<file path="config.mk">
export PLATFORM = sky130hd
export DESIGN_NAME = seg_scan_decoder_flat
export DESIGN_NICKNAME = d
export VERILOG_FILES = /design/src/rtl/seg_pkg.sv /design/src/rtl/seg_scan_decoder_if.sv /design/src/rtl/seg_pattern_decode.sv /design/src/rtl/seg_scan_decoder.sv /design/src/flat_wrapper.sv
export SDC_FILE = /design/constraint.sdc
export NUM_CORES = 1
export LEC_CHECK = 0
export CAP_MARGIN = 20
export CORE_AREA = 2 2 90 92
export DETAILED_ROUTE_END_ITERATION = 7
export DIE_AREA = 0 0 92 94
export GPL_ROUTABILITY_DRIVEN = 1
export HOLD_SLACK_MARGIN = 0.12
export PLACE_DENSITY_LB_ADDON = 0.25
export SYNTH_ARGS = -nofsm -noshare
export SYNTH_HDL_FRONTEND = slang
export SYNTH_SLANG_ARGS = --single-unit
</file>
<file path="constraint.sdc">
create_clock -name clk -period 4.1 [get_ports clk]
set_input_delay 0.41 -clock clk [delete_from_list [all_inputs] [get_ports clk]]
set_output_delay 0.41 -clock clk [all_outputs]
set_load 0.01 [all_outputs]
</file>
<file path="src/rtl/seg_pkg.sv">
// Shared constants, FSM encoding and enable-decoding helpers for the
// multiplexed seven-segment scan decoder.
package seg_pkg;

    // Active-low segment patterns on bits a..g (bit0 = a, bit6 = g)
    localparam logic [6:0] SEG_0     = 7'h40;
    localparam logic [6:0] SEG_1     = 7'h79;
    localparam logic [6:0] SEG_2     = 7'h24;
    localparam logic [6:0] SEG_3     = 7'h30;
    localparam logic [6:0] SEG_4     = 7'h19;
    localparam logic [6:0] SEG_5     = 7'h12;
    localparam logic [6:0] SEG_6     = 7'h02;
    localparam logic [6:0] SEG_7     = 7'h78;
    localparam logic [6:0] SEG_8     = 7'h00;
    localparam logic [6:0] SEG_9     = 7'h10;
    localparam logic [6:0] SEG_BLANK = 7'h7F;

    localparam logic [3:0] ERR_NIBBLE   = 4'hF;
    localparam logic [3:0] BLANK_NIBBLE = 4'h0;

    typedef enum logic [1:0] {
        IDLE  = 2'd0,
        TRACK = 2'd1,
        HELD  = 2'd2
    } scan_state_t;

    // Exactly one low bit in an active-low enable vector padded to 8 bits
    function automatic logic low_is_onehot(input logic [7:0] en);
        logic [3:0] n;
        n = 4'd0;
        for (int i = 0; i < 8; i++) begin
            n = n + {3'b000, ~en[i]};
        end
        return (n == 4'd1);
    endfunction

    // Position of the lowest low bit; only meaningful when low_is_onehot holds
    function automatic logic [2:0] low_index(input logic [7:0] en);
        logic [2:0] idx;
        idx = 3'd0;
        for (int i = 7; i >= 0; i--) begin
            if (!en[i]) begin
                idx = 3'(i);
            end else begin
                idx = idx;
            end
        end
        return idx;
    endfunction

endpackage

</file>
<file path="src/rtl/seg_scan_decoder_if.sv">
// Scan-input and captured-digit bus of the seven-segment scan decoder.
interface seg_scan_decoder_if #(
    parameter int NDIG = 6
);
    logic [7:0]        seg_in;
    logic [NDIG-1:0]   dig_en;
    logic [4*NDIG-1:0] digits_out;
    logic [NDIG-1:0]   blank_out;
    logic [NDIG-1:0]   err_out;
    logic              upd_valid;
    logic [2:0]        upd_idx;

    modport master (
        output seg_in, dig_en,
        input  digits_out, blank_out, err_out, upd_valid, upd_idx
    );

    modport slave (
        input  seg_in, dig_en,
        output digits_out, blank_out, err_out, upd_valid, upd_idx
    );
endinterface

</file>
<file path="src/rtl/seg_pattern_decode.sv">
// Combinational lookup of an active-low segment pattern to digit/blank/err;
// the decimal point is not part of the pattern.
module seg_pattern_decode
    import seg_pkg::*;
(
    input  logic [7:0] seg,
    output logic [3:0] value,
    output logic       blank,
    output logic       err
);

    logic unused_dp_s;
    assign unused_dp_s = seg[7];

    // Pattern lookup; anything not in the table is an error capture
    always_comb begin
        value = ERR_NIBBLE;
        blank = 1'b0;
        err   = 1'b0;
        case (seg[6:0])
            SEG_0:     value = 4'd0;
            SEG_1:     value = 4'd1;
            SEG_2:     value = 4'd2;
            SEG_3:     value = 4'd3;
            SEG_4:     value = 4'd4;
            SEG_5:     value = 4'd5;
            SEG_6:     value = 4'd6;
            SEG_7:     value = 4'd7;
            SEG_8:     value = 4'd8;
            SEG_9:     value = 4'd9;
            SEG_BLANK: begin
                value = BLANK_NIBBLE;
                blank = 1'b1;
            end
            default: begin
                value = ERR_NIBBLE;
                err   = 1'b1;
            end
        endcase
    end

endmodule

</file>
<file path="src/rtl/seg_scan_decoder.sv">
// Recovers per-position digits from a multiplexed seven-segment scan by
// capturing each position once its pattern has been stable for STABLE_CYC samples.
module seg_scan_decoder
    import seg_pkg::*;
#(
    parameter int NDIG       = 6,
    parameter int STABLE_CYC = 16
) (
    input  logic              clk,
    input  logic              rst_n,
    seg_scan_decoder_if.slave bus
);

    localparam int         SW         = 7 + NDIG;
    localparam logic [7:0] STABLE_MAX = 8'(STABLE_CYC);

    logic [7:0]        seg_s1_r, seg_s2_r;
    logic [NDIG-1:0]   dig_s1_r, dig_s2_r;
    logic [SW-1:0]     sample_s, prev_r;
    logic [7:0]        en_pad_s;
    logic              onehot_s, same_s;
    logic [2:0]        idx_s;
    scan_state_t       state_r, state_s;
    logic [7:0]        cnt_r, cnt_s;
    logic              commit_s;
    logic [3:0]        dec_value_s;
    logic              dec_blank_s, dec_err_s;
    logic [4*NDIG-1:0] digits_r;
    logic [NDIG-1:0]   blank_r, err_r;
    logic              upd_valid_r;
    logic [2:0]        upd_idx_r;

    seg_pattern_decode u_decode (
        .seg   (seg_s2_r),
        .value (dec_value_s),
        .blank (dec_blank_s),
        .err   (dec_err_s)
    );

    // Two-flop synchronizer on the asynchronous scan inputs
    always_ff @(posedge clk) begin
        if (!rst_n) begin
            seg_s1_r <= 8'hFF;
            seg_s2_r <= 8'hFF;
            dig_s1_r <= {NDIG{1'b1}};
            dig_s2_r <= {NDIG{1'b1}};
        end else begin
            seg_s1_r <= bus.seg_in;
            seg_s2_r <= seg_s1_r;
            dig_s1_r <= bus.dig_en;
            dig_s2_r <= dig_s1_r;
        end
    end

    // Sample comparison and enable decoding (unused upper enable bits read as off)
    always_comb begin
        en_pad_s = 8'hFF;
        for (int i = 0; i < NDIG; i++) begin
            en_pad_s[i] = dig_s2_r[i];
        end
        sample_s = {seg_s2_r[6:0], dig_s2_r};
        same_s   = (sample_s == prev_r);
        onehot_s = low_is_onehot(en_pad_s);
        idx_s    = low_index(en_pad_s);
    end

    // FSM state, stability counter and previous-sample register
    always_ff @(posedge clk) begin
        if (!rst_n) begin
            state_r <= IDLE;
            cnt_r   <= 8'd0;
            prev_r  <= {SW{1'b1}};
        end else begin
            state_r <= state_s;
            cnt_r   <= cnt_s;
            prev_r  <= sample_s;
        end
    end

    // Next-state logic; the counter saturates so a commit fires only once
    always_comb begin
        state_s  = state_r;
        cnt_s    = cnt_r;
        commit_s = 1'b0;
        if (!onehot_s) begin
            state_s = IDLE;
            cnt_s   = 8'd0;
        end else begin
            case (state_r)
                IDLE: begin
                    state_s = TRACK;
                    cnt_s   = 8'd1;
                end
                TRACK: begin
                    if (same_s) begin
                        if (cnt_r >= STABLE_MAX) begin
                            cnt_s = STABLE_MAX;
                        end else begin
                            cnt_s = cnt_r + 8'd1;
                        end
                        if (cnt_s == STABLE_MAX) begin
                            commit_s = 1'b1;
                            state_s  = HELD;
                        end else begin
                            commit_s = 1'b0;
                        end
                    end else begin
                        cnt_s = 8'd1;
                    end
                end
                HELD: begin
                    if (same_s) begin
                        cnt_s = cnt_r;
                    end else begin
                        state_s = TRACK;
                        cnt_s   = 8'd1;
                    end
                end
                default: begin
                    state_s = IDLE;
                    cnt_s   = 8'd0;
                end
            endcase
        end
    end

    // Held per-position results; only the committed position is rewritten
    always_ff @(posedge clk) begin
        if (!rst_n) begin
            digits_r    <= {(4*NDIG){1'b0}};
            blank_r     <= {NDIG{1'b1}};
            err_r       <= {NDIG{1'b0}};
            upd_valid_r <= 1'b0;
            upd_idx_r   <= 3'd0;
        end else begin
            upd_valid_r <= commit_s;
            if (commit_s) begin
                upd_idx_r <= idx_s;
                for (int k = 0; k < NDIG; k++) begin
                    if (idx_s == 3'(k)) begin
                        digits_r[4*k +: 4] <= dec_value_s;
                        blank_r[k]         <= dec_blank_s;
                        err_r[k]           <= dec_err_s;
                    end
                end
            end else begin
                upd_idx_r <= upd_idx_r;
            end
        end
    end

    assign bus.digits_out = digits_r;
    assign bus.blank_out  = blank_r;
    assign bus.err_out    = err_r;
    assign bus.upd_valid  = upd_valid_r;
    assign bus.upd_idx    = upd_idx_r;

endmodule

</file>
<file path="src/flat_wrapper.sv">
// flat-port wrapper written by rule: the top's interface ports become plain ports
module seg_scan_decoder_flat import seg_pkg::*;
#(
    parameter int NDIG       = 6,
    parameter int STABLE_CYC = 16
)
  (clk, rst_n, bus_seg_in, bus_dig_en, bus_digits_out, bus_blank_out, bus_err_out, bus_upd_valid, bus_upd_idx);
  seg_scan_decoder_if #(.NDIG(NDIG)) bus_i ();
  input  logic clk;
  input  logic rst_n;
  input wire logic [$bits(bus_i.seg_in)-1:0] bus_seg_in;
  input wire logic [$bits(bus_i.dig_en)-1:0] bus_dig_en;
  output wire logic [$bits(bus_i.digits_out)-1:0] bus_digits_out;
  output wire logic [$bits(bus_i.blank_out)-1:0] bus_blank_out;
  output wire logic [$bits(bus_i.err_out)-1:0] bus_err_out;
  output wire logic [$bits(bus_i.upd_valid)-1:0] bus_upd_valid;
  output wire logic [$bits(bus_i.upd_idx)-1:0] bus_upd_idx;
  assign bus_i.seg_in = bus_seg_in;
  assign bus_i.dig_en = bus_dig_en;
  assign bus_digits_out = bus_i.digits_out;
  assign bus_blank_out = bus_i.blank_out;
  assign bus_err_out = bus_i.err_out;
  assign bus_upd_valid = bus_i.upd_valid;
  assign bus_upd_idx = bus_i.upd_idx;
  seg_scan_decoder #(.NDIG(NDIG), .STABLE_CYC(STABLE_CYC)) u_core (.clk(clk), .rst_n(rst_n), .bus(bus_i));
endmodule
</file>
== Yosys cells after proc, flatten, opt, wreduce, memory -nomap -nowiden ==
Cells that the tools add are included.

* Shifts and indexed selects: 0
* Order comparisons: 1
* Eq/ne operators: 23
* Add/sub/neg operators: 6
* Reduce and logical (&&, ||, !) cells: 13
* Bitwise gates (word level): 6
* Divide/modulo/power cells: 0
* Mux-type cells: 24
* $mul: 0

{| class="wikitable"
|+ Operators by type and width
! cell !! count
|-
| 2-to-1 mux 8 bit || 6
|-
| case mux 4 bit (10 select lines) || 1
|-
| == test 7 bit (second input constant) || 4
|-
| case mux 8 bit (3 select lines) || 1
|-
| == test 7 x 5 -> 1 bit (second input constant) || 3
|-
| 2-to-1 mux 3 bit || 6
|-
| adder 4 x 1 -> 4 bit || 4
|-
| == test 7 x 6 -> 1 bit (second input constant) || 2
|-
| AND reduction 2 bit || 7
|-
| == test 13 bit || 1
|-
| OR reduction 11 bit || 1
|-
| adder 8 x 1 -> 8 bit (second input constant) || 1
|-
| == test 8 x 5 -> 1 bit (second input constant) || 1
|-
| >= comparator 8 x 5 -> 1 bit (second input constant) || 1
|-
| == test 7 x 2 -> 1 bit (second input constant) || 1
|-
| zero test 7 bit || 1
|-
| == test 3 x 2 -> 1 bit (second input constant) || 2
|-
| == test 3 bit (second input constant) || 2
|-
| 2-to-1 mux 1 bit || 6
|-
| 2-to-1 mux 2 bit || 3
|-
| inverter 1 bit || 6
|-
| case mux 2 bit (3 select lines) || 1
|-
| == test 4 x 1 -> 1 bit (second input constant) || 1
|-
| != test 2 x 1 -> 1 bit (second input constant) || 2
|-
| other kinds (9) || 9
|}

* Memories kept: 0
* Input bits: 16
* Latch bits: 0
* Logic and storage cells: 100
* Register bits after elaboration: 89
* Memory bits (writable): 0
* Output and inout bits: 40
* Memory bits (read-only): 0

== Depth between registers and ports, before layout ==
Gate-level depths: netlist (run 1).

* Word-level depth: 14
* Gate-level depth with buffers: 11
* Depth with buffers taken out: 10

== Modules after synthesis ==
From an unflattened synthesis (run 1), not the netlist that was laid out.

* Cells, all modules: 363
* Area, all modules: 3678.5 um^2

{| class="wikitable"
|+ Modules (own cells, without submodules)
! module !! instances !! area an instance (um^2) !! cells each !! sequential area each (um^2)
|-
| seg_scan_decoder || 1 || 3474.6 || 333 || 1821.7
|-
| seg_pattern_decode || 1 || 203.9 || 30 || 0.0
|}

== Least setup slack after synthesis (run 1) ==
Ideal clock, no wire load.

* Path type: reg2reg
* From: reg u_core.dig_s2_r[0]
* To: reg u_core.digits_r[22], in the netlist u_core.bus.digits_out[22]
* Path slack: 649 ps
* Period minus slack after synthesis: 3451 ps
* Arrival: 3365 ps
* Stages on the path, launching flop included: 12
* Buffers on the path: 1
* Required time: 4014 ps
* Setup time: 86 ps
* Cells stage by stage: dfxtp_1 > inv_1 > ha_1 > fa_1 > fa_1 > fa_1 > nor3b_1 > nand4_1 > buf_2 > nor3_1 > a21oi_1 > a211oi_1

* Cells in the longest elaborated chain, start to end: 9
* Elaborated cells between the ends (all ways): 14
* Those cells by class: add/sub (5); eq/ne (3); mux (4); bitwise (1); reduce/logical (1)

{| class="wikitable"
|+ Ends and longest elaborated chain
! item !! RTL line !! text
|-
| from (decl) || seg_scan_decoder.sv:18 || <nowiki>logic [NDIG-1:0] dig_s1_r, dig_s2_r;</nowiki>
|-
| from (signal assigned) || seg_scan_decoder.sv:46 || <nowiki>dig_s2_r <= {NDIG{1'b1}};</nowiki>
|-
| from (signal assigned) || seg_scan_decoder.sv:51 || <nowiki>dig_s2_r <= dig_s1_r;</nowiki>
|-
| inverter 1 bit || seg_pkg.sv:32 || <nowiki>n = n + {3'b000, ~en[i]};</nowiki>
|-
| adder 1 x 1 -> 2 bit || seg_pkg.sv:32 ||
|-
| adder 4 x 1 -> 4 bit (4 in series) || seg_pkg.sv:32 ||
|-
| == test 4 x 1 -> 1 bit || seg_pkg.sv:34 || <nowiki>return (n == 4'd1);</nowiki>
|-
| 2-to-1 mux 1 bit || seg_scan_decoder.sv:85 || <nowiki>if (!onehot_s) begin</nowiki>
|-
| AND reduction 2 bit (no source line) (*) || n/a ||
|-
| to (signal assigned) || seg_scan_decoder.sv:130 || <nowiki>digits_r <= {(4*NDIG){1'b0}};</nowiki>
|-
| to (signal, indexed assignment) || seg_scan_decoder.sv:141 || <nowiki>digits_r[4*k +: 4] <= dec_value_s;</nowiki>
|-
| to (decl) || seg_scan_decoder.sv:28 || <nowiki>logic [4*NDIG-1:0] digits_r;</nowiki>
|}

Every way passes the cells marked *; elsewhere a longest branch is shown, timed or not.
A chain may end at the register's enable or synchronous reset.

== Final worst setup path (run 1) ==
* From: reg u_core.dig_s2_r[0]
* To: reg u_core.digits_r[16], in the netlist u_core.bus.digits_out[16]

Same word-level chain as after synthesis.

==> results of run 1 <==
## cells in the final DEF (no fill, tap or decap), types with 12 or more instances in the layout
cell | synthesis | layout
nand2_1 | 19 | 19
xor2_1 | 13 | 13
dfxtp_1 | 89 | 89
buf_4 | 2 | 12
a211oi_1 | 19 | 19
nand2b_1 | 37 | 37
inv_1 | 13 | 13
clkdlybuf4s50_1 | 0 | 54
a21oi_1 | 31 | 31
nand3_1 | 21 | 21
o21ai_0 | 24 | 24
## registers in the layout, summed over array words and instances (netlist names)
signal and flops:
u_core.bus.digits_out 24, u_core.prev_r 13, u_core.cnt_r 8, u_core.seg_s1_r 7
u_core.seg_s2_r 7, u_core.bus.blank_out 6, u_core.bus.err_out 6, u_core.dig_s1_r 6
u_core.dig_s2_r 6, u_core.bus.upd_idx 3, u_core.state_r 2, u_core.bus.upd_valid 1
## power by group through the flow
stage / registers (mW) / logic (mW) / clock network [mW]
6_report: 0.900 / 0.147 / 0.676
4_1_cts: 0.900 / 0.147 / 0.692
3_3_place_gp: 0.919 / 0.143 / 0
2_1_floorplan: 0.911 / 0.112 / 0
5_1_grt: 0.903 / 0.164 / 0.735
3_5_place_dp: 0.920 / 0.146 / 0
## kinds of logic (layout without fill, tap and decap cells)
logic type,after synthesis,count (layout)
adders and majority gates,6,6
xor gates and xnor gates,15,15
DFF,89,89
buffers and inverters,41,96
and+or+nand+nor,141,141
AOI/OAI and AO/OA,105,105
## worst min path at each step
stage                            start            endpoint  slack (ns)  cells past startpoint
global placement    u_core.seg_s1_r[3]  u_core.seg_s2_r[3]        0.39                      1
floorplan           u_core.dig_s1_r[0]  u_core.dig_s2_r[0]        0.39                      1
global route        u_core.seg_s1_r[4]  u_core.seg_s2_r[4]        0.43                      1
detailed placement  u_core.seg_s1_r[5]  u_core.seg_s2_r[5]        0.39                      1
CTS                 u_core.seg_s1_r[3]  u_core.seg_s2_r[3]        0.41                      1
finish              u_core.seg_s1_r[3]  u_core.seg_s2_r[3]        0.41                      1
## cell usage after synthesis (4+ instances only)
master and count:
a41oi_1 5, nand3_1 21, xor2_1 13, nor2b_1 4, and2_1 4, nor3_1 11
a21oi_1 31, nor2_1 7, dfxtp_1 89, nand2_1 19, or3_1 6, clkbuf_1 13
a211oi_1 19, nand2b_1 37, buf_2 10, o21ai_0 24, o311ai_1 4, nor4_1 6
nand4_1 11, inv_1 13
## critical path, delay by kind of cell, from the launching register on
| family | cells | cell delay, ns |
|---|---|---|
| AND/OR/NAND/NOR | 3 | 0.87 |
| adder cells (fa/ha/maj) | 4 | 1.61 |
| flip-flops | 1 | 0.43 |
| AO/OA/AOI/OAI | 2 | 0.44 |
| buffers and inverters | 2 | 0.27 |
## routing by layer
metal | up-vias | wire (um) | GRT usage, %
met4 | 0 | 199 | 9.08
met2 | 119 | 3900 | 32.4
met3 | 19 | 513 | 5.22
li1 | 1533 | - | -
met1 | 1459 | 3580 | 26.3
met5 | - | 0 | 0
## area by class of cell
type	count	area [um^2]	area share, %
clock buffers	10	138	2.98
clock inverters	6	91.3	1.98
inverters	14	52.6	1.14
multi-input cells	267	1790	38.9
flip-flops and latches	89	1780	38.6
well taps	102	128	2.76
repair buffers	66	631	13.7
==> run_results.csv, run 1 <==
group,metric,value,unit
outcome,run_status,"complete, no violations",
sta,drv_slew,0,
yosys,ys.flop_type,"dfxtp_1",
finish,design_area,0.00462,mm^2
worst_setup_path,cp_slowest_stage_delay,0.46,ns
sta,max_freq,0.269,GHz
power_and_ir_drop,power_switching,423,uW
yosys,synth_mux_area_share,0,%
worst_setup_path,crit_fanout,11,
sta,setup_viol,0,
worst_setup_path,critPathCaptureType,"flip-flop",
sta,fin_setup_tns,0,ns
worst_setup_path,crit_path_cell_trace,"inv_1, ha_1, fa_1, fa_1, fa_1, nor3b_1, buf_4, and2_1, nor2b_1, a41oi_1, a211oi_1",
route,first_iter_violations,198,
power_and_ir_drop,seqPwrFrac,52.2,%
finish,nets,469,
worst_setup_path,cp_slowest_cell,"fa_1",
floorplan,num_rows,32,
clock_network,clk-insertion-delay-late,0.37,ns
yosys,synth_warnings,0,
finish,area_growth,22.8,%
worst_setup_path,startpoint,"u_core.dig_s2_r[0]",
worst_setup_path,r2r-start,"u_core.dig_s2_r[0]",
grt,grt_pass1_wl,14.0,mm
worst_setup_path,path_class,"flip-flop to flip-flop",
placement,place.gp.congestion,0.893,
route,routed_wl,8.19,mm
power_and_ir_drop,power_frac_clock,39.2,%
yosys,ys_types,53,
power_and_ir_drop,powerDensity,373,mW/mm^2
sta,layout_setup_ws,0.380,ns
yosys,synth_nets,419,
grt,grt_pass1_vias,2934,
finish,drive_gt1_share,9.07,%
yosys,synth_seq_cells,89,
yosys,synth_fa_ha_area_share,2.60,%
clock_network,cts_root_buf,"clkbuf_8",
yosys,synthSimpleGateAreaFrac,21.9,%
yosys,synth-compound-area-share,19.8,%
route,viasPerCell,5.65,
placement,pre_cts_slack,0.462,ns
finish,final_util,60.7,%
finish,layout.cells.non_filler,554,
grt,grt_overflow,0,
yosys,synth.area.top_cells,"dfxtp_1 (47%), nand2b_1 (6.2%), a21oi_1 (4.1%)",
grt,grt_antenna_before_repair,0,
yosys,syn-cell-area,0.00376,mm^2
clock_network,cts.clk_slew.worst_paths,0.08,ns
clock_network,hold_buffers,0,
floorplan,boundaryPins,56,
sta,min_period,3.72,ns
yosys,synth_top_family_by_area,"simple AND/OR/NAND/NOR gates",
yosys,netlist_instances,397,
grt,grt_max_degree,47,
floorplan,die_x,92,um
floorplan,die_y,94,um
clock_network,htreeDepth,3,
worst_setup_path,cp-start-kind,"flip-flop",
worst_setup_path,reg2reg_slack,0.38,ns
clock_network,cts_buffers,9,
worst_setup_path,endpoint,"u_core.bus.digits_out[16]",
finish,nFillCells,663,
placement,numPortBuffers,54,
sta,skew,0.0198,ns
route,drtPass1Iterations,6,
route,antenna_left,0,
clock_network,post_cts_resized,0,
worst_setup_path,arrival,3.98,ns
yosys,avgSynthCellArea,9.46,um^2
placement,place_area,0.00439,mm^2
worst_setup_path,cp_common_cell,"fa_1",
sta,final-hold-violation-count,0,
clock_network,cts.sinks,89,
worst_setup_path,required,4.36,ns
sta,holdWs,0.408,ns
route,wl_per_cell,14.8,um
power_and_ir_drop,swShare,24.5,%
job,maxCapViolations,0,
power_and_ir_drop,internal-power,1.30,mW
clock_network,cts_tree,"done",
power_and_ir_drop,p_leak,1.62,nW
floorplan,die_area,0.00865,mm^2
power_and_ir_drop,report.power.total,1.72,mW
yosys,synth_top_area_share,47.4,%
clock_network,cts_setup_buffers,0,
route,vias,3130,
sta,period_share,90.7,%
sta,relSlewSlack,26.9,%
sta,rsz0062_at_grt,"false",
placement,placed_cells,538,
placement,dp_hpwl,5.78,mm
worst_setup_path,r2r_cells,11,
hold_path,hold_class,"flip-flop to flip-flop",
worst_setup_path,reg2reg_to,"u_core.bus.digits_out[16]",
yosys,synth-xor-area-share,3.50,%
yosys,netlist.top_cell.by_area,"dfxtp_1",
yosys,synthArstFlopShare,0,%
floorplan,core,0.00761,mm^2
power_and_ir_drop,power_frac_comb,8.6,%
yosys,synth-edff-count,0,
finish,n_antenna_cell,0,
sta,tightest_slew,1.10,ns
grt,track_usage,20.4,%
clock_network,max-clock-path-buffers,2,
route,route.detailed.drc,0,
yosys,seq_area_frac_synth,47.4,%
power_and_ir_drop,vdd_ir_drop_max,0.232,mV
floorplan,initial_core_util,49.4,%
No activity file was read; power rests on OpenSTA's default activity.
==> inputs of run 2 (changes only) <==
--- a/config.mk
+++ b/config.mk
@@ -12,6 +12,7 @@
 export GPL_ROUTABILITY_DRIVEN = 1
 export HOLD_SLACK_MARGIN = 0.12
 export PLACE_DENSITY_LB_ADDON = 0.25
+export SLEW_MARGIN = 30
 export SYNTH_ARGS = -nofsm -noshare
 export SYNTH_HDL_FRONTEND = slang
 export SYNTH_SLANG_ARGS = --single-unit
==> run_results.csv, run 2 (synthesis results as in run 1) <==
group,metric,value,unit
worst_setup_path,cp_slowest_stage_delay,0.46,ns
floorplan,core,0.00761,mm^2
route,vias,3143,
worst_setup_path,path_class,"flip-flop to flip-flop",
sta,final-hold-violation-count,0,
worst_setup_path,cp_slowest_cell,"fa_1",
clock_network,cts_tree,"done",
grt,grt_max_degree,47,
floorplan,die_y,94,um
worst_setup_path,cp-start-kind,"flip-flop",
outcome,run_status,"complete, no violations",
placement,place.gp.congestion,0.893,
finish,drive_gt1_share,9.49,%
sta,min_period,3.67,ns
worst_setup_path,arrival,3.94,ns
finish,nets,470,
worst_setup_path,crit_path_cell_trace,"inv_1, ha_1, fa_1, fa_1, fa_1, nor3b_1, buf_4, and2_1, nor2b_1, a41oi_1, a211oi_1",
job,maxCapViolations,0,
clock_network,cts.sinks,89,
grt,grt_antenna_before_repair,0,
route,viasPerCell,5.66,
floorplan,die_area,0.00865,mm^2
finish,n_antenna_cell,0,
grt,grt_pass1_wl,14.0,mm
clock_network,cts.clk_slew.worst_paths,0.08,ns
clock_network,cts_setup_buffers,0,
floorplan,num_rows,32,
worst_setup_path,reg2reg_slack,0.43,ns
grt,track_usage,20.4,%
route,drtPass1Iterations,5,
route,first_iter_violations,208,
finish,final_common_cell,"dfxtp_1",
sta,fin_setup_tns,0,ns
finish,nFillCells,661,
route,route.detailed.drc,0,
worst_setup_path,cp_common_cell,"fa_1",
sta,relSlewSlack,47.8,%
floorplan,die_x,92,um
placement,dp_hpwl,5.78,mm
sta,rsz0062_at_grt,"false",
sta,max_freq,0.273,GHz
finish,final_cell_mix,"dfxtp_1 (89), clkdlybuf4s50_1 (54), nand2b_1 (37)",
clock_network,cts_root_buf,"clkbuf_8",
route,antenna_left,0,
floorplan,boundaryPins,56,
worst_setup_path,crit_fanout,11,
worst_setup_path,worstPathBufferInverterCount,2,
power_and_ir_drop,vdd_ir_drop_max,0.232,mV
worst_setup_path,required,4.37,ns
sta,period_share,89.5,%
floorplan,initial_core_util,49.4,%
finish,largest_reg_flops,24,
sta,drv_slew,0,
sta,tightest_slew,0.777,ns
power_and_ir_drop,p_leak,1.62,nW
worst_setup_path,critPathCaptureType,"flip-flop",
clock_network,hold_buffers,0,
sta,skew,0.0185,ns
worst_setup_path,critPathTopFamily,"adder cells",
hold_path,hold_class,"flip-flop to flip-flop",
grt,grt_pass1_vias,2934,
clock_network,htreeDepth,3,
route,routed_wl,8.25,mm
power_and_ir_drop,powerDensity,374,mW/mm^2
clock_network,max-clock-path-buffers,2,
clock_network,cts_buffers,9,
sta,setup_viol,0,
finish,area_growth,23.1,%
route,wl_per_cell,14.9,um
clock_network,post_cts_resized,0,
placement,numPortBuffers,54,
clock_network,clk-insertion-delay-late,0.38,ns
finish,final_util,60.8,%
grt,grt_overflow,0,
-- run 2: report_power, final --
part           switching (mW)  internal, mW
combinational          0.0909        0.0592
sequential             0.0180         0.882
clock                   0.316         0.362
-- run 2: final cells by class --
class                   instances  area (um^2)  area share [%]
inverters                      14         52.6            1.14
multi-input cells             267         1800            38.8
well taps                     102          128            2.76
clock buffers                  10          138            2.98
clock inverters                 6         91.3            1.98
repair buffers                 67          638            13.8
flip-flops and latches         89         1780            38.5
-- run 2: worst reg2reg max path: stages (launching register included) --
cell	delay, ns
dfxtp_1	0.43
inv_1	0.10
ha_1	0.32
fa_1	0.46
fa_1	0.39
fa_1	0.43
nor3b_1	0.28
buf_4	0.17
and2_1	0.31
nor2b_1	0.29
a41oi_1	0.15
a211oi_1	0.24
-- run 2: per-layer routing --
metal	track usage (%)	up-vias	routed length (um)
li1	-	1536	-
met1	26.3	1468	3680
met2	32.4	123	3880
met3	5.22	16	494
met4	9.08	0	189
met5	0	-	0
-- run 2: final timing paths --
check	from	to	depth (start not counted)
hold reg to reg	u_core.seg_s1_r[3]	u_core.seg_s2_r[3]	1
hold / removal	u_core.seg_s1_r[3]	u_core.seg_s2_r[3]	1
setup reg to reg	u_core.dig_s2_r[0]	u_core.bus.digits_out[8]	11
setup / recovery	u_core.dig_s2_r[0]	u_core.bus.digits_out[8]	11
-- run 2: stage by stage --
step                      instances  area, um^2  power, mW  hold slack [ns]  worst slack, ns
final                           555        4620       1.73            0.408            0.430
after global routing            555        4620       1.80            0.433            0.170
after CTS                       554        4620       1.74            0.411            0.445
after detailed placement        538        4390       1.07            0.392            0.462
after global placement          538        4390       1.06            0.388            0.529
after floorplan                 397        3760       1.02            0.386            0.649
==> inputs of run 3 (changes only) <==
--- a/config.mk
+++ b/config.mk
@@ -6,9 +6,11 @@
 export NUM_CORES = 1
 export LEC_CHECK = 0
 export CAP_MARGIN = 20
-export CORE_AREA = 2 2 90 92
+export CELL_PAD_IN_SITES_DETAIL_PLACEMENT = 0
+export CELL_PAD_IN_SITES_GLOBAL_PLACEMENT = 2
+export CORE_AREA = 2 2 110 112
 export DETAILED_ROUTE_END_ITERATION = 7
-export DIE_AREA = 0 0 92 94
+export DIE_AREA = 0 0 112 114
 export GPL_ROUTABILITY_DRIVEN = 1
 export HOLD_SLACK_MARGIN = 0.12
 export PLACE_DENSITY_LB_ADDON = 0.25
==> run_results.csv, run 3 (synthesis results as in run 1) <==
group,metric,value,unit
floorplan,die_y,114,um
worst_setup_path,path_class,"flip-flop to flip-flop",
finish,nets,466,
finish,n_antenna_cell,0,
grt,grt_max_degree,48,
clock_network,cts_root_buf,"clkbuf_16",
grt,grt_antenna_before_repair,0,
clock_network,cts.sinks,89,
route,antenna_left,0,
sta,fin_setup_tns,0,ns
finish,drive_gt1_share,8.24,%
floorplan,die_area,0.0128,mm^2
clock_network,htreeDepth,3,
worst_setup_path,cp_common_cell,"fa_1",
outcome,run_status,"complete, no violations",
sta,setup_viol,0,
worst_setup_path,cp_slowest_stage_delay,0.46,ns
sta,relSlewSlack,34.1,%
hold_path,hold_class,"flip-flop to flip-flop",
route,routed_wl,9.20,mm
finish,nFillCells,1199,
sta,min_period,3.69,ns
route,wl_per_cell,15.4,um
worst_setup_path,critPathCaptureType,"flip-flop",
floorplan,die_x,112,um
grt,grt_overflow,0,
worst_setup_path,crit_fanout,13,
floorplan,initial_core_util,32.1,%
grt,grt_pass1_vias,2993,
sta,rsz0062_at_grt,"false",
grt,grt_pass1_wl,15.4,mm
placement,place.gp.congestion,0.781,
worst_setup_path,cp_slowest_cell,"fa_1",
grt,track_usage,15.4,%
floorplan,core,0.0117,mm^2
clock_network,clk-insertion-delay-late,0.34,ns
sta,drv_slew,0,
sta,tightest_slew,0.989,ns
sta,holdWs,0.405,ns
sta,final-hold-violation-count,0,
route,route.detailed.drc,0,
floorplan,boundaryPins,56,
clock_network,cts_setup_buffers,0,
worst_setup_path,crit_path_cell_trace,"inv_1, ha_1, fa_1, fa_1, fa_1, nor3b_2, nand4_1, buf_4, or3_1, o21ai_0, a21oi_1",
finish,final_util,40.1,%
clock_network,cts.clk_slew.worst_paths,0.06,ns
sta,skew,0.00794,ns
job,maxCapViolations,0,
placement,place_area,0.00442,mm^2
route,first_iter_violations,90,
finish,final_common_cell,"dfxtp_1",
placement,dp_hpwl,6.42,mm
route,drtPass1Iterations,6,
finish,final_cell_mix,"dfxtp_1 (89), clkdlybuf4s50_1 (54), nand2b_1 (37)",
clock_network,cts_tree,"done",
power_and_ir_drop,p_leak,1.62,nW
power_and_ir_drop,vdd_ir_drop_max,0.157,mV
power_and_ir_drop,report.power.total,1.82,mW
sta,max_freq,0.271,GHz
finish,largest_reg_flops,24,
sta,period_share,90.0,%
clock_network,max-clock-path-buffers,2,
clock_network,cts_buffers,9,
floorplan,num_rows,40,
finish,design_area,0.00470,mm^2
worst_setup_path,cp-start-kind,"flip-flop",
finish,area_growth,25.1,%
route,vias,3038,
placement,numPortBuffers,54,
power_and_ir_drop,powerDensity,387,mW/mm^2
worst_setup_path,arrival,3.89,ns
route,viasPerCell,5.10,
worst_setup_path,required,4.30,ns
## run 3: worst paths after layout
kind         depth (start not counted)  slack, ns               start                    end
max                                 11       0.41  u_core.dig_s2_r[0]  u_core.bus.err_out[4]
min reg2reg                          1       0.40  u_core.dig_s1_r[4]     u_core.dig_s2_r[4]
max reg2reg                         11       0.41  u_core.dig_s2_r[0]  u_core.bus.err_out[4]
min                                  1       0.40  u_core.dig_s1_r[4]     u_core.dig_s2_r[4]
## run 3: where the power goes
group	switching [mW]	leakage [nW]	total, mW	internal, mW
clock network	0.327	0.133	0.771	0.444
logic	0.0925	0.767	0.147	0.0541
registers	0.0186	0.725	0.901	0.883
total	0.438	1.62	1.82	1.38
## run 3: metrics by stage
stage                     setup WS, ns  cells
after floorplan                  0.649    397
after global placement           0.333    580
after detailed placement         0.272    580
after CTS                        0.265    596
after global routing             0.148    596
final                            0.409    596
## run 3: area by class of cell
class | instances | area, um^2 | share of cell area [%]
Tap cell | 147 | 184 | 3.91
Timing Repair Buffer | 63 | 608 | 12.9
Sequential cell | 89 | 1780 | 37.9
Clock buffer | 14 | 264 | 5.61
Multi-Input combinational cell | 267 | 1800 | 38.3
Inverter | 14 | 52.6 | 1.12
Clock inverter | 2 | 12.5 | 0.266
## run 3: per-layer routing
layer | up-vias | part of all wire (%) | global-route usage (%)
li1 | 1532 | - | -
met3 | 16 | 3.6 | 2.87
met2 | 59 | 46 | 24.8
met5 | - | 0 | 0
met1 | 1431 | 48 | 19.8
met4 | 0 | 2.7 | 7.80
## run 3: what timing repair did
item | CTS | global route
hold buffers | 0 | 0
gates resized for setup | 0 | 1
setup endpoints to repair | 0 | 3
## run 3: worst max-delay path: cells and delay by family (launching register included)
family                   cells  cell delay, ns
adder cells (fa/ha/maj)      4            1.62
AND/OR/NAND/NOR              3            0.89
flip-flops                   1            0.44
buffers and inverters        2            0.30
AO/OA/AOI/OAI                2            0.30
==> variant, RTL diff (config.mk and constraints of run 3) <==
`NDIG` is set to 6 in 3 places; all go to 7.
--- a/src/rtl/seg_scan_decoder_if.sv
+++ b/src/rtl/seg_scan_decoder_if.sv
@@ -1,6 +1,6 @@
 // Scan-input and captured-digit bus of the seven-segment scan decoder.
 interface seg_scan_decoder_if #(
-    parameter int NDIG = 6
+    parameter int NDIG = 7
 );
     logic [7:0]        seg_in;
     logic [NDIG-1:0]   dig_en;
--- a/src/rtl/seg_scan_decoder.sv
+++ b/src/rtl/seg_scan_decoder.sv
@@ -3,7 +3,7 @@
 module seg_scan_decoder
     import seg_pkg::*;
 #(
-    parameter int NDIG       = 6,
+    parameter int NDIG       = 7,
     parameter int STABLE_CYC = 16
 ) (
     input  logic              clk,
--- a/src/flat_wrapper.sv
+++ b/src/flat_wrapper.sv
@@ -1,7 +1,7 @@
 // flat-port wrapper written by rule: the top's interface ports become plain ports
 module seg_scan_decoder_flat import seg_pkg::*;
 #(
-    parameter int NDIG       = 6,
+    parameter int NDIG       = 7,
     parameter int STABLE_CYC = 16
 )
   (clk, rst_n, bus_seg_in, bus_dig_en, bus_digits_out, bus_blank_out, bus_err_out, bus_upd_valid, bus_upd_idx);
Interface: changed (resized bus_blank_out, bus_dig_en, bus_digits_out and bus_err_out); port bits go from 56 to 63. No check against the original RTL was run, so the function may have changed too.
==> variant against run 3 <==
  * Routed wire length down 2.4%
  * Area after synthesis increased by 5.6%
  * Design area increased by 8.6%
  * Critical endpoint is now u_core.bus.blank_out[0]
  * Largest cell class is now flip-flops and latches
  * Power increased by 9.2%
  * Sequential cell count is 9 higher
  * Via count shrank 4.2%
  * First-iteration DRC count increased by 32%
  * Die area did not move
  * Core utilization increased by 3.5 points
  * Global-route usage is 0.82 points lower
  * Worst setup slack lost 0.15 ns
==> variant: results (changes against run 3) <==
metric;value;unit;change
placed_area;4760;um2;was 4420 um2
wirelength;8.98;mm;was 9.20 mm
grt_pass1_vias;2849;;was 2,993
post-place-ws;0.102;ns;was 0.272 ns
synth-compound-area-share;0.110;;was 0.198
power_switching;480;uW;was 438 uW
diodes;0;;unchanged
slew_headroom;0.548;;was 0.341
inv_count;15;;was 14
num-nonclk-buffers;80;;was 63
nClkBuffers;9;;was 14
status;finished, final reports clean;;unchanged
finClkSkew;0.00928;ns;was 0.00794 ns
vias;2911;;was 3,038
place_inst;600;;was 580
netlist_instances;398;;was 397
place_congestion;0.765;;was 0.781
portBuffers;61;;was 54
num-multi-input-gates;264;;was 267
drive_gt1_frac;0.127;;was 0.0824
yosys.area_share.adder;0.0341;;was 0.0260
ir_worst_vdd;0.185;mV;was 0.157 mV
synthXorXnorAreaFrac;0.0416;;was 0.0350
seq_cell_count;98;;was 89
r2r_cells;15;;was 11
grt_max_degree;36;;was 48
cp_max_fo;5;;was 13
synthTopCellsByCount;98 x dfxtp_1, 34 x nand2b_1, 34 x nor2_1;;was 89 x dfxtp_1, 37 x nand2b_1, 31 x a21oi_1
grt_pass1_wl;14.7;mm;was 15.4 mm
worstHoldPathType;in -> reg;;was reg -> reg
drtPass1Iterations;4;;was 6
final_area;5110;um2;was 4700 um2
arrival;4.06;ns;was 3.89 ns
p_leak;0.00195;uW;was 0.00162 uW
critical_path.max_stage_delay;0.50;ns;was 0.46 ns
syn-num-nets;424;;was 419
drt_iter0_drc;119;;was 90
clk-power;848;uW;was 771 uW
power;1990;uW;was 1820 uW
synth_seq_area_share;0.494;;was 0.474
min_path_cells;2;;was 1
hp-start;rst_n;;was u_core.dig_s1_r[4]
register_area;1960;um2;was 1780 um2
nNetsFinal;494;;was 466
antenna_found_initial;0;;unchanged
n_fill_cell;1184;;was 1,199
routed_via_density;4.70;;was 5.10
synth.area.top_cells;dfxtp_1 49%, mux2i_1 5.8%, nand2b_1 5.4%;;was dfxtp_1 47%, nand2b_1 6.2%, a21oi_1 4.1%
final-nonclk-buf-share;0.147;;was 0.129
[variant: cell count changes after synthesis, moves of 5 or more]
cell / before / now
a21oi_1: 31 / 26
nor2_1: 7 / 34
nor3_1: 11 / 6
nand2_1: 19 / 25
o21ai_0: 24 / 18
a211oi_1: 19 / 4
mux2i_1: 0 / 23
dfxtp_1: 89 / 98
nand3_1: 21 / 7
buf_2: 10 / 3
nand4_1: 11 / 2
or3_1: 6 / 0
[variant: per-layer routing]
| metal | track usage | wire length (um) |
|---|---|---|
| met1 | 0.189 | 4300 |
| met2 | 0.234 | 4220 |
| met3 | 0.0393 | 378 |
| met4 | 0.0537 | 84 |
| met5 | 0 | 0 |
[variant: worst paths after layout]
check | end | slack (ns)
max reg2reg | u_core.bus.blank_out[0] | 0.26
min reg2reg | u_core.seg_s2_r[1] | 0.41
min | u_core.prev_r[3] | 0.37
max | u_core.bus.blank_out[0] | 0.26
